$ cat config.mk
export PLATFORM = sky130hd
export DESIGN_NAME = lsu
export DESIGN_NICKNAME = d
export VERILOG_FILES = /design/src/rtl/lsu_pkg.sv /design/src/rtl/lsu_align.sv /design/src/rtl/lsu.sv
export SDC_FILE = /design/constraint.sdc
export NUM_CORES = 1
export LEC_CHECK = 0
export BUFFER_PORTS_ARGS = -buffer_cell sky130_fd_sc_hd__buf_4
export CAP_MARGIN = 30
export CORE_UTILIZATION = 35
export CTS_BUF_LIST = sky130_fd_sc_hd__clkbuf_4
export DETAILED_ROUTE_END_ITERATION = 10
export GPL_ROUTABILITY_DRIVEN = 0
export GPL_TIMING_DRIVEN = 0
export PLACE_DENSITY = 0.66
export SYNTH_ARGS = -nofsm -noshare
export SYNTH_HDL_FRONTEND = slang
export SYNTH_SLANG_ARGS = --single-unit
$ cat constraint.sdc
create_clock -name i_clk -period 2.8 [get_ports i_clk]
set_input_delay 0.56 -clock i_clk [delete_from_list [all_inputs] [get_ports i_clk]]
set_output_delay 0.56 -clock i_clk [all_outputs]
set_load 0.02 [all_outputs]
$ cat src/rtl/lsu_pkg.sv
// Shared LSU encodings (size codes match the decoder's lsu_size field), FSM states and bus payload.
package lsu_pkg;

    localparam int unsigned XLEN = 32;
    localparam int unsigned BE_W = XLEN / 8;

    typedef enum logic [1:0] {
        LSU_SIZE_B = 2'b00,
        LSU_SIZE_H = 2'b01,
        LSU_SIZE_W = 2'b10,
        LSU_SIZE_X = 2'b11
    } lsu_size_e;

    typedef enum logic [1:0] {
        LSU_ST_IDLE = 2'b00,
        LSU_ST_BUS  = 2'b01,
        LSU_ST_RESP = 2'b10
    } lsu_state_e;

    typedef struct packed {
        logic            we;
        logic [BE_W-1:0] be;
        logic [XLEN-1:0] addr;
        logic [XLEN-1:0] wdata;
    } lsu_bus_t;

    // Legal size and natural alignment for the given byte lane.
    function automatic logic lsu_legal(input lsu_size_e size, input logic [1:0] lane);
        logic ok;
        ok = 1'b0;
        case (size)
            LSU_SIZE_B: ok = 1'b1;
            LSU_SIZE_H: ok = ~lane[0];
            LSU_SIZE_W: ok = (lane == 2'b00);
            default:    ok = 1'b0;
        endcase
        return ok;
    endfunction

endpackage

$ cat src/rtl/lsu_align.sv
// Byte-lane steering: store byte enables / replication and load shift / extension.
module lsu_align
    import lsu_pkg::*;
(
    input  logic [1:0]      i_st_lane,
    input  lsu_size_e       i_st_size,
    input  logic [XLEN-1:0] i_st_data,
    output logic [BE_W-1:0] o_be_c,
    output logic [XLEN-1:0] o_wdata_c,
    input  logic [1:0]      i_ld_lane,
    input  lsu_size_e       i_ld_size,
    input  logic            i_ld_sign,
    input  logic [XLEN-1:0] i_ld_data,
    output logic [XLEN-1:0] o_rdata_c
);

    logic [XLEN-1:0] w_shift;

    always_comb begin
        o_be_c    = '0;
        o_wdata_c = i_st_data;
        case (i_st_size)
            LSU_SIZE_B: begin
                o_be_c    = BE_W'(4'b0001 << i_st_lane);
                o_wdata_c = {4{i_st_data[7:0]}};
            end
            LSU_SIZE_H: begin
                o_be_c    = BE_W'(4'b0011 << i_st_lane);
                o_wdata_c = {2{i_st_data[15:0]}};
            end
            LSU_SIZE_W: o_be_c = 4'b1111;
            default:    o_be_c = '0;
        endcase
    end

    assign w_shift = i_ld_data >> {i_ld_lane, 3'b000};

    always_comb begin
        o_rdata_c = w_shift;
        case (i_ld_size)
            LSU_SIZE_B: o_rdata_c = {{24{i_ld_sign & w_shift[7]}}, w_shift[7:0]};
            LSU_SIZE_H: o_rdata_c = {{16{i_ld_sign & w_shift[15]}}, w_shift[15:0]};
            default:    o_rdata_c = w_shift;
        endcase
    end

endmodule

$ cat src/rtl/lsu.sv
// Load/store unit: one req/ack data-memory transaction per request, pipeline stall while in flight.
module lsu
    import lsu_pkg::*;
#(
    parameter int unsigned TIMEOUT_W = 5
) (
    input  logic            i_clk,
    input  logic            i_rst_n,
    input  logic            i_req,
    input  logic            i_we,
    input  logic [1:0]      i_size,
    input  logic            i_sign_ext,
    input  logic [XLEN-1:0] i_addr,
    input  logic [XLEN-1:0] i_wdata,
    output logic            o_stall,
    output logic            o_done,
    output logic            o_err,
    output logic [XLEN-1:0] o_rdata,
    output logic            o_mem_req,
    output logic            o_mem_we,
    output logic [XLEN-1:0] o_mem_addr,
    output logic [BE_W-1:0] o_mem_be,
    output logic [XLEN-1:0] o_mem_wdata,
    input  logic            i_mem_ack,
    input  logic [XLEN-1:0] i_mem_rdata
);

    // Last BUS cycle index before abort: 2**TIMEOUT_W-1 cycles in total.
    localparam logic [TIMEOUT_W-1:0] TMO_LAST = TIMEOUT_W'((2 ** TIMEOUT_W) - 2);

    lsu_state_e           r_state, w_next_state;
    logic [TIMEOUT_W-1:0] r_cnt, w_cnt;
    lsu_size_e            r_size;
    logic                 r_sign;
    logic [1:0]           r_lane;
    lsu_bus_t             r_bus;
    logic                 r_mem_req, r_done, r_err;
    logic [XLEN-1:0]      r_rdata;

    lsu_size_e            w_size;
    logic [BE_W-1:0]      w_be;
    logic [XLEN-1:0]      w_wdata, w_ld_data;
    logic                 w_mem_req, w_done, w_err, w_accept, w_capture;

    assign w_size = lsu_size_e'(i_size);

    lsu_align u_align (
        .i_st_lane (i_addr[1:0]),
        .i_st_size (w_size),
        .i_st_data (i_wdata),
        .o_be_c    (w_be),
        .o_wdata_c (w_wdata),
        .i_ld_lane (r_lane),
        .i_ld_size (r_size),
        .i_ld_sign (r_sign),
        .i_ld_data (i_mem_rdata),
        .o_rdata_c (w_ld_data)
    );

    always_ff @(posedge i_clk or negedge i_rst_n) begin
        if (!i_rst_n) r_state <= LSU_ST_IDLE;
        else          r_state <= w_next_state;
    end

    always_comb begin
        w_next_state = r_state;
        w_cnt        = '0;
        w_mem_req    = 1'b0;
        w_done       = 1'b0;
        w_err        = 1'b0;
        w_accept     = 1'b0;
        w_capture    = 1'b0;
        case (r_state)
            LSU_ST_IDLE: begin
                if (i_req) begin
                    w_accept = 1'b1;
                    if (lsu_legal(w_size, i_addr[1:0])) begin
                        w_next_state = LSU_ST_BUS;
                        w_mem_req    = 1'b1;
                    end else begin
                        w_next_state = LSU_ST_RESP;
                        w_done       = 1'b1;
                        w_err        = 1'b1;
                    end
                end
            end
            LSU_ST_BUS: begin
                w_cnt = r_cnt + TIMEOUT_W'(1);
                if (i_mem_ack) begin
                    w_next_state = LSU_ST_RESP;
                    w_done       = 1'b1;
                    w_capture    = ~r_bus.we;
                end else if (r_cnt == TMO_LAST) begin
                    w_next_state = LSU_ST_RESP;
                    w_done       = 1'b1;
                    w_err        = 1'b1;
                end else begin
                    w_mem_req = 1'b1;
                end
            end
            // RESP always returns to IDLE: a still-high i_req is the op just completed.
            default: w_next_state = LSU_ST_IDLE;
        endcase
    end

    always_ff @(posedge i_clk or negedge i_rst_n) begin
        if (!i_rst_n) begin
            r_cnt     <= '0;
            r_size    <= LSU_SIZE_B;
            r_sign    <= 1'b0;
            r_lane    <= '0;
            r_bus     <= '0;
            r_mem_req <= 1'b0;
            r_done    <= 1'b0;
            r_err     <= 1'b0;
            r_rdata   <= '0;
        end else begin
            r_cnt     <= w_cnt;
            r_mem_req <= w_mem_req;
            r_done    <= w_done;
            r_err     <= w_err;
            if (w_accept) begin
                r_size       <= w_size;
                r_sign       <= i_sign_ext;
                r_lane       <= i_addr[1:0];
                r_bus.we     <= i_we;
                r_bus.be     <= w_be;
                r_bus.addr   <= {i_addr[XLEN-1:2], 2'b00};
                r_bus.wdata  <= w_wdata;
            end
            if (w_capture)          r_rdata <= w_ld_data;
            else if (w_done && w_err) r_rdata <= '0;
        end
    end

    assign o_stall     = ((r_state == LSU_ST_IDLE) && i_req) || (r_state == LSU_ST_BUS);
    assign o_done      = r_done;
    assign o_err       = r_err;
    assign o_rdata     = r_rdata;
    assign o_mem_req   = r_mem_req;
    assign o_mem_we    = r_bus.we;
    assign o_mem_addr  = r_bus.addr;
    assign o_mem_be    = r_bus.be;
    assign o_mem_wdata = r_bus.wdata;

endmodule

==> impl_metrics.csv <==
group,metric,value,unit
status,status,"completed",
yosys,synthArstFlopShare,100,%
cells_and_area,syn_to_final_growth,38.7,%
yosys,ys_seq_elements,114,
power_and_ir_drop,finalPower,5910,uW
clock_tree,cts_max_level,4,
clock_tree,root_buffer,"clkbuf_4",
sta,slew_viol_final,0,
clock_tree,cts.repair.resized,0,
route,drc_errors,0,
yosys,syn_area,5200,um^2
sta,fin_crit_sh,84.9,%
yosys,synth_edf_count,0,
sta,fin_crit,2.38,ns
cells_and_area,finalNetCount,870,
place,dp_slack,0.205,ns
setup_path,reg2reg_depth,5,
yosys,avgSynthCellArea,9.67,um^2
floorplan,core_area,14500,um^2
yosys,synth_ff_type,"dfrtp_1",
route,viasPerCell,5.11,
clock_tree,holdBufCountCts,0,
sta,setup_viol,0,
min_path,hold_class,"input port to asynchronous set/reset pin",
sta,fin_ws,0.423,ns
yosys,yosys_warnings,0,
setup_path,reg2reg_to,"o_rdata[26]$_DFFE_PN0P_",
route,ant_nets,0,
clock_tree,clk_transition_reported_paths,0.09,ns
setup_path,cp.arrival,2.78,ns
yosys,ys_types,39,
yosys,netlist_instances,538,
grt,grt_pass1_wl,24.5,mm
floorplan,initial_utilization,35.8,%
clock_tree,clock-sinks,114,
yosys,ys_seq_area_share,54.8,%
clock_tree,postCtsSetupBuffers,0,
power_and_ir_drop,p_leak,0.00373,uW
route,initialDrtViolationCount,258,
power_and_ir_drop,power_per_cell_area,819,nW/um^2
clock_tree,clock_path_buffers,2,
setup_path,critPathKind,"flop to flop",
cells_and_area,antenna-diode-count,0,
power_and_ir_drop,vdd_drop_max,0.000424,V
grt,grt_overflow_total,0,
setup_path,cp-end-kind,"flop",
floorplan,die_area,15400,um^2
setup_path,r2r-start,"r_state[0]$_DFFE_PN0P_",
grt,grt_max_degree,72,
sta,maxClockFrequency,0.421,GHz
floorplan,die_w,124,um
setup_path,crit_start,"r_state[0]$_DFFE_PN0P_",
clock_tree,clk_latency,0.52,ns
place,io_buffers,205,
clock_tree,cts_buffers,17,
floorplan,num_rows,44,
cells_and_area,multi_input_area,2190,um^2
sta,worstMarginPinSlew,0.936,ns
route,wl_per_cell,16.7,um
grt,grt_usage,21.3,%
route,route.vias.total,4892,
grt,grt_pass1_vias,4815,
setup_path,start_kind,"flop",
floorplan,num_io_pins,209,
sta,relSlewSlack,37.4,%
setup_path,r2r_slack,0.42,ns
flow_run,drv_cap,0,
sta,hold_viol_final,0,
setup_path,cp.required,3.20,ns
cells_and_area,nFillCells,1365,
sta,finalSetupTns,0,ns
cells_and_area,drive_gt1_share,32.7,%
route,firstDrtPassIters,4,
route,wl,16.0,mm
sta,whs,0.0355,ns
setup_path,worstPathMaxFanout,10,
grt,antenna_found_initial,0,
cells_and_area,regArea,2850,um^2
sta,skew,0.0161,ns
sta,rsz0062_at_grt,"no",
clock_tree,cts_tree,"done",
floorplan,fp.dieH,124,um
place,dp_hpwl,12.2,mm
[worst max-delay path, cell delays in order, from the launching register on]
cell,delay [ns]
dfrtp_1,0.44
nor3b_2,0.54
or3b_1,0.49
o311a_1,0.23
buf_2,0.22
a221o_1,0.36
[worst max-delay path by stage]
stage / cells after the start / slack (ns) / endpoint
3_3_place_gp: 6 / 0.22 / o_rdata[31]$_DFFE_PN0P_
6_report: 5 / 0.42 / o_rdata[26]$_DFFE_PN0P_
4_1_cts: 5 / 0.40 / o_rdata[26]$_DFFE_PN0P_
2_1_floorplan: 6 / 0.71 / o_rdata[25]$_DFFE_PN0P_
3_5_place_dp: 6 / 0.21 / o_rdata[26]$_DFFE_PN0P_
5_1_grt: 5 / 0.28 / o_rdata[26]$_DFFE_PN0P_
[cells by family (layout without fill, tap and decap cells)]
kind of cell,Yosys count,count (layout),share of synthesized area [%]
other,1,2,0.0721
multiplexers,51,51,10.3
XOR/XNOR,3,3,0.505
adder cells (fa/ha/maj),2,2,0.481
flip-flops,114,114,54.8
AO/OA/AOI/OAI,106,106,13.5
AND/OR/NAND/NOR,220,220,17.1
buffers and inverters,41,276,3.25
[placed cells by master, fill, tap and decap left out, drive strengths merged, types with 2 or more instances in the layout]
cell / synthesis / routed
nor2: 50 / 50
conb: 1 / 2
dfrtp: 114 / 114
clkbuf: 26 / 45
inv: 4 / 4
nor3: 3 / 3
nand3b: 2 / 2
a21oi: 42 / 42
a221o: 8 / 8
mux2: 9 / 9
o21ai: 21 / 21
clkinv: 0 / 8
nor2b: 3 / 3
a211o: 8 / 8
or2: 2 / 2
nand2b: 5 / 5
nand2: 148 / 148
nand3: 2 / 2
buf: 11 / 217
o2bb2ai: 21 / 21
mux2i: 41 / 41
ha: 2 / 2
xor2: 2 / 2
[metrics by stage]
step / instance area [um^2] / util [%] / cells
2_1_floorplan: 5210 / - / 539
4_1_cts: 7220 / 49.7 / 958
3_5_place_dp: 7000 / 48.2 / 929
3_3_place_gp: 6980 / 48.0 / 928
6_report: 7220 / 49.7 / 958
5_1_grt: 7220 / 49.7 / 958
[area by class of cell]
| cell class | instances | area share, % |
|---|---|---|
| Buffer | 37 | 2.13 |
| Clock buffer | 19 | 1.98 |
| Clock inverter | 10 | 0.988 |
| Inverter | 4 | 0.208 |
| Multi-Input combinational cell | 384 | 30.3 |
| Sequential cell | 114 | 39.5 |
| Tap cell | 184 | 3.19 |
| Timing Repair Buffer | 206 | 21.7 |
[cells in the mapped netlist, types with 2 or more instances]
cell type	instances	area (um^2)
nand3b_1	2	15.0
clkbuf_1	25	93.8
ha_1	2	25.0
nor2b_1	3	18.8
dfrtp_1	114	2850
nand2b_1	5	31.3
buf_2	5	25.0
a21oi_1	42	210
o21ai_0	21	105
buf_1	4	15.0
o2bb2ai_1	21	184
xor2_1	2	17.5
a221o_1	8	80.1
buf_4	2	15.0
mux2i_1	41	410
nand3_1	2	10.0
nor3_1	3	15.0
inv_1	3	11.3
mux2_2	9	101
or2_2	2	12.5
nor2_1	50	188
a211o_1	8	70.1
nand2_1	148	556
[power breakdown]
| part | internal [uW] | total (uW) | switching, uW |
|---|---|---|---|
| sequential | 2090 | 2380 | 289 |
| clock | 425 | 1020 | 592 |
| combinational | 1060 | 2510 | 1460 |
| total | 3570 | 5910 | 2340 |
[registers in the layout, indices dropped and copies added, names as in the netlist]
register     flops
r_size           2
o_mem_req        1
o_mem_addr      30
o_done           1
o_rdata         32
r_sign           1
o_mem_be         4
r_lane           2
r_cnt            5
o_mem_we         1
o_err            1
r_state          2
o_mem_wdata     32
[layer usage]
layer | wire (um) | vias to the layer above | global-route usage [%]
met5 | 0 | - | 0
met4 | 259 | 0 | 7.14
met3 | 1470 | 21 | 7.88
met2 | 7550 | 224 | 34.3
met1 | 6730 | 2364 | 26.4
li1 | - | 2283 | -
Note: power is estimated with default switching activity, not from simulation.
